**src/rtl/exception_ctrl.sv**
```systemverilog
// MEM-stage exception arbiter: picks the highest-priority event, strobes CP0, flushes, and holds the redirect PC.
// Commit is combinational with the MEM inputs; the redirect is held in REDIR until fetch_ready_i accepts it.
module exception_ctrl #(
    parameter logic [31:0] EXC_VECTOR = 32'hBFC00380
) (
    input  logic        clk,
    input  logic        rst,
    input  logic [5:0]  int_i,
    input  logic        valid_M,
    input  logic [31:0] pc_M,
    input  logic        in_delayslot_M,
    input  logic        adel_if_M,
    input  logic        ri_M,
    input  logic        syscall_M,
    input  logic        break_M,
    input  logic        ov_M,
    input  logic        eret_M,
    input  logic        adel_ld_M,
    input  logic        ades_st_M,
    input  logic [31:0] mem_addr_M,
    input  logic [31:0] status_i,
    input  logic [31:0] cause_i,
    input  logic [31:0] epc_i,
    input  logic        fetch_ready_i,
    output logic        en_o,
    output logic [31:0] except_type_o,
    output logic [31:0] badvaddr_o,
    output logic        is_in_delayslot_o,
    output logic        flush_o,
    output logic [31:0] newpc_o,
    output logic        newpc_valid_o
);

    localparam logic [31:0] EXC_TYPE_INT  = 32'h1;
    localparam logic [31:0] EXC_TYPE_ADEL = 32'h4;
    localparam logic [31:0] EXC_TYPE_ADES = 32'h5;
    localparam logic [31:0] EXC_TYPE_SYS  = 32'h8;
    localparam logic [31:0] EXC_TYPE_BP   = 32'h9;
    localparam logic [31:0] EXC_TYPE_RI   = 32'hA;
    localparam logic [31:0] EXC_TYPE_OV   = 32'hC;
    localparam logic [31:0] EXC_TYPE_ERET = 32'hE;

    typedef enum logic {IDLE, REDIR} state_t;

    state_t      state_q, state_d;
    logic [5:0]  int_q;
    logic [31:0] newpc_q, newpc_d;
    logic [7:0]  ip;
    logic        int_req;
    logic        hit;
    logic [31:0] code;
    logic [31:0] bad;

    // Timer interrupt (cause[30]) shares the top hardware line, as on MIPS32.
    assign ip      = {int_q[5] | cause_i[30], int_q[4:0], cause_i[9:8]};
    assign int_req = status_i[0] & ~status_i[1] & (|(ip & status_i[15:8]));

    always_comb begin
        hit  = 1'b0;
        code = 32'h0;
        bad  = 32'h0;
        if (!rst && state_q == IDLE && valid_M) begin
            hit = 1'b1;
            if (int_req)        code = EXC_TYPE_INT;
            else if (adel_if_M) begin
                code = EXC_TYPE_ADEL;
                bad  = pc_M;
            end
            else if (ri_M)      code = EXC_TYPE_RI;
            else if (syscall_M) code = EXC_TYPE_SYS;
            else if (break_M)   code = EXC_TYPE_BP;
            else if (ov_M)      code = EXC_TYPE_OV;
            else if (adel_ld_M) begin
                code = EXC_TYPE_ADEL;
                bad  = mem_addr_M;
            end
            else if (ades_st_M) begin
                code = EXC_TYPE_ADES;
                bad  = mem_addr_M;
            end
            else if (eret_M)    code = EXC_TYPE_ERET;
            else                hit  = 1'b0;
        end
    end

    always_comb begin
        state_d = state_q;
        newpc_d = newpc_q;
        case (state_q)
            IDLE: begin
                if (hit) begin
                    state_d = REDIR;
                    newpc_d = (code == EXC_TYPE_ERET) ? epc_i : EXC_VECTOR;
                end
            end
            REDIR: begin
                if (fetch_ready_i) state_d = IDLE;
            end
            default: state_d = IDLE;
        endcase
    end

    always_ff @(posedge clk) begin
        if (rst) begin
            state_q <= IDLE;
            int_q   <= 6'h0;
            newpc_q <= 32'h0;
        end else begin
            state_q <= state_d;
            int_q   <= int_i;
            newpc_q <= newpc_d;
        end
    end

    assign en_o              = hit;
    assign flush_o           = hit;
    assign except_type_o     = code;
    assign badvaddr_o        = bad;
    assign is_in_delayslot_o = in_delayslot_M;
    assign newpc_o           = newpc_q;
    assign newpc_valid_o     = (state_q == REDIR);

endmodule

```
**config.mk**
```make
export PLATFORM = sky130hd
export DESIGN_NAME = exception_ctrl
export DESIGN_NICKNAME = d
export VERILOG_FILES = /design/src/rtl/exception_ctrl.sv
export SDC_FILE = /design/constraint.sdc
export NUM_CORES = 1
export LEC_CHECK = 0
export ABC_AREA = 1
export ABC_CLOCK_PERIOD_IN_PS = 1700
export CAP_MARGIN = 20
export CELL_PAD_IN_SITES_DETAIL_PLACEMENT = 1
export CELL_PAD_IN_SITES_GLOBAL_PLACEMENT = 1
export CORE_ASPECT_RATIO = 0.8
export CORE_UTILIZATION = 17
export CTS_CLUSTER_DIAMETER = 80
export DETAILED_ROUTE_END_ITERATION = 8
export PLACE_DENSITY = 0.77
export RECOVER_POWER = 50
export SKIP_LAST_GASP = 1
export SLEW_MARGIN = 20
export SYNTH_ARGS = -nofsm -noshare
export SYNTH_HDL_FRONTEND = slang
export SYNTH_SLANG_ARGS = --single-unit
```
**constraint.sdc**
```tcl
create_clock -name clk -period 1.7 [get_ports clk]
set_input_delay 0.17 -clock clk [delete_from_list [all_inputs] [get_ports clk]]
set_output_delay 0.17 -clock clk [all_outputs]
set_load 0.03 [all_outputs]
```
==> flow_summary.rst <==
.. list-table::
   :header-rows: 1

   * - Metric
     - Value
   * - Outcome
     - finished, violations left
   * - Violated checks
     - negative setup slack
   * - CP startpoint kind
     - register
   * - Number of vias in the routed layout
     - 3,470
   * - Total core area
     - 15,210 um2
   * - Kind of cell adding the most delay to the critical path
     - simple AND/OR/NAND/NOR gates
   * - Multi-input gate area
     - 1874 um2
   * - Insertion delay of the later-clocked pin in the worst-skew pair
     - 280 ps
   * - Master of the slowest instance on the critical path
     - sky130_fd_sc_hd__dfxtp_2
   * - Total number of nets in the final design
     - 845
   * - Minimum clock period after layout
     - 1789 ps
   * - Number of placed instances with taps included
     - 853
   * - Post-route ant nets
     - 0
   * - Top cell type's share of synthesized area
     - 29.04%
   * - CTS tree
     - built
   * - Count of boundary I/O pins
     - 279
   * - Peak supply drop
     - 0.2859 mV
   * - Clock skew
     - 5.530 ps
   * - Flip-flop and latch count after synthesis
     - 39
   * - Netlist Area Pre-Place
     - 2689 um2
   * - Non-Filler Instances
     - 878
   * - Gr ovfl total
     - 0
   * - Total number of H-tree levels
     - 2
   * - Average detailed-routed wire length per instance
     - 14.95 um
   * - Overall Global Routing Usage
     - 14.49%
   * - Maximum frequency from static timing analysis
     - 559.0 MHz
   * - Largest net degree at the start of global routing
     - 34
   * - Register clock-pin slew on the reported worst setup and hold paths
     - 60 ps
   * - Post-route clock period utilization
     - 105.2%
   * - Stage delay of the slowest cell on the critical path
     - 310 ps
   * - Clock sink total
     - 39
   * - Share of layout cells above drive strength 1
     - 27.29%
   * - Number of optimization iterations in the first detailed-route pass
     - 4
   * - DRC violations left
     - 0
   * - Sequential Area
     - 783.3 um2
   * - Initial Util
     - 17.67%
   * - Mapped Cells
     - 444
   * - Worst-path cell chain
     - nand2_2 > nand2_1 > nor2_2 > nand3_1 > nand2_2 > buf_6 > buf_6 > nand3_4 > a21oi_4 > buf_12
   * - Max Fanout on Critical Path
     - 3
   * - Height of the die
     - 114.5 um
   * - Stages on the worst setup path
     - 10
   * - Critical Path Start
     - int_q[4]$_SDFF_PP0_
   * - Buffers plus inverters on the worst setup path
     - 3
   * - Placement row count
     - 40
   * - Power Total
     - 3.163 mW
   * - Leakage power
     - 2.641 nW
   * - Maximum clock insertion buffer count
     - 2
   * - Count of distinct cell types in the synthesized netlist
     - 25
   * - Post-Route Setup TNS
     - -975.8 ps
   * - Post-placement setup slack
     - -313.3 ps
   * - Worst hold margin
     - 340.0 ps
   * - Syn_area_per_cell
     - 6.056 um2
   * - Hold Crit Class
     - in -> out
   * - Global-route wire length before repair
     - 18.17 mm
   * - Critical path capture point type
     - primary output
   * - Placement-stage cell area
     - 4925 um2
   * - Endpoints failing hold
     - 0
   * - Arrival time worst endpoint
     - 1620 ps
   * - Placer Congestion
     - 0.7931
   * - Area of all placed cells without fillers
     - 5976 um2
   * - Setup violation total in the final timing report
     - 37
   * - Hold Crit Start
     - in_delayslot_M
   * - Cell types with the largest area share after synthesis
     - sky130_fd_sc_hd__dfxtp_1 (29%), sky130_fd_sc_hd__nor2_1 (19%), sky130_fd_sc_hd__nand2_1 (12%)
   * - Detailed-placement wirelength estimate
     - 9.236 mm
   * - Via count of the first global-routing pass
     - 3,428
   * - Dominant cell type by area after synthesis
     - sky130_fd_sc_hd__dfxtp_1
   * - Root cell of the clock tree
     - sky130_fd_sc_hd__clkbuf_16
   * - Crit path kind
     - reg -> out
   * - I/O Buffers
     - 197
   * - Count of synthesis-stage warnings from yosys
     - 0
   * - Sum of routed wire length over all layers
     - 13.13 mm
   * - Number of buffers added by the clock tree synthesis step
     - 5
   * - Final number of max-transition violations
     - 0
   * - Reg-to-Reg Start
     - int_q[4]$_SDFF_PP0_
   * - Layout overhead on the synthesized area
     - 122.2%
   * - Die Area
     - 16,330 um2
   * - RSZ-0062 raised after global routing
     - yes
   * - Register-to-Register Path Depth
     - 13
   * - Data required time at the worst endpoint
     - 1530 ps
   * - Power per cell area
     - 529.4 nW/um2
   * - Die extent in x
     - 142.6 um
   * - Count of filler cells inserted in the layout
     - 1,877
   * - DR iter-0 viols
     - 63
   * - Cell depth of the worst hold path
     - 0
   * - Quantity of hold-fixing buffers added after cts
     - 0
   * - Max-cap check violation count
     - 0
   * - Final core utilization
     - 39.28%
   * - Sequential element share of the synthesized area
     - 29.04%
   * - Post-route setup slack
     - -88.79 ps
   * - Initial antenna violation count
     - 1
   * - Vias per Instance
     - 3.952
-- cell type report --
type                    count  area share, %
diodes                      1        0.04188
clock buffers               6          2.157
clock inverters             2         0.2094
inverters                  70          4.481
multi-input cells         308          31.37
flip-flops and latches     39          13.11
well taps                 210          4.397
repair buffers            242          44.24
-- placed cells by master (no fill, tap or decap), types with 2 or more instances in the layout --
cell type                         instances
sky130_fd_sc_hd__inv_2                    5
sky130_fd_sc_hd__a22oi_1                 29
sky130_fd_sc_hd__a22oi_2                  3
sky130_fd_sc_hd__clkbuf_1                 2
sky130_fd_sc_hd__buf_6                   38
sky130_fd_sc_hd__dlymetal6s2s_1           8
sky130_fd_sc_hd__buf_12                  12
sky130_fd_sc_hd__nand2_1                 80
sky130_fd_sc_hd__clkdlybuf4s15_2          2
sky130_fd_sc_hd__nor2_2                  16
sky130_fd_sc_hd__o21ai_0                  2
sky130_fd_sc_hd__nand3_4                  2
sky130_fd_sc_hd__clkbuf_16                7
sky130_fd_sc_hd__dfxtp_1                 37
sky130_fd_sc_hd__nand2_4                  2
sky130_fd_sc_hd__conb_1                  28
sky130_fd_sc_hd__dlygate4sd3_1           13
sky130_fd_sc_hd__buf_16                   4
sky130_fd_sc_hd__nor2_4                  46
sky130_fd_sc_hd__inv_1                   64
sky130_fd_sc_hd__dlygate4sd2_1            4
sky130_fd_sc_hd__dfxtp_2                  2
sky130_fd_sc_hd__nor2_1                  71
sky130_fd_sc_hd__buf_4                   25
sky130_fd_sc_hd__clkdlybuf4s50_1        131
sky130_fd_sc_hd__nand3b_1                12
sky130_fd_sc_hd__a21oi_2                  2
sky130_fd_sc_hd__nand2_2                  5
sky130_fd_sc_hd__a21oi_4                  2
-- final timing paths --
kind                            slack, ps                       end
worst max register to register        -60  newpc_o[14]$_SDFFE_PP0P_
worst min-delay path                  340         is_in_delayslot_o
worst max-delay path                  -90          except_type_o[1]
worst min register to register        510  newpc_o[30]$_SDFFE_PP0P_
-- repair_timing --
item / 4_1_cts / 5_1_grt
gates resized for setup: 48 / 153
gates cloned: 5 / 3
pin swaps: 10 / 57
buffers inserted: 8 / 3
endpoints found under the setup margin: 38 / 70
-- report_power, final --
part / leakage (nW) / internal [mW] / switching (mW) / total [mW]
sequential: 0.322 / 0.975 / 0.0281 / 1.00
clock: 0.0669 / 0.542 / 0.379 / 0.921
combinational: 2.25 / 0.595 / 0.645 / 1.24
total: 2.64 / 2.11 / 1.05 / 3.16
-- synthesized netlist by cell type (all sizes together) --
master and count:
a21oi 5, nor3 3, nand2 88, clkbuf 5, a22oi 32, nand3b 12
dfxtp 39, o21ai 2, and2 1, inv 69, nand3 3, clkinv 1
nor2 134, conb 1, buf 49
-- cell families after synthesis --
kind of cell    count (synthesis)  synth area share [%]
flops                          39                 29.04
buf+inv                       124                 23.27
compound gates                 39                 10.52
other cells                     1                0.1395
simple gates                  241                 37.04
-- registers in the layout, indices dropped and copies added (netlist names) --
| signal | cells |
|---|---|
| newpc_valid_o | 1 |
| int_q | 6 |
| newpc_o | 32 |
-- routing by layer --
layer | track usage [%] | part of all wire (%) | wire length [um]
met1 | 15.95 | 39 | 5067
met2 | 27.48 | 53 | 6958
met3 | 3.388 | 7.3 | 961
met4 | 4.229 | 1.1 | 143
met5 | 0 | 0 | 0
(Power assumes the default switching activity.)
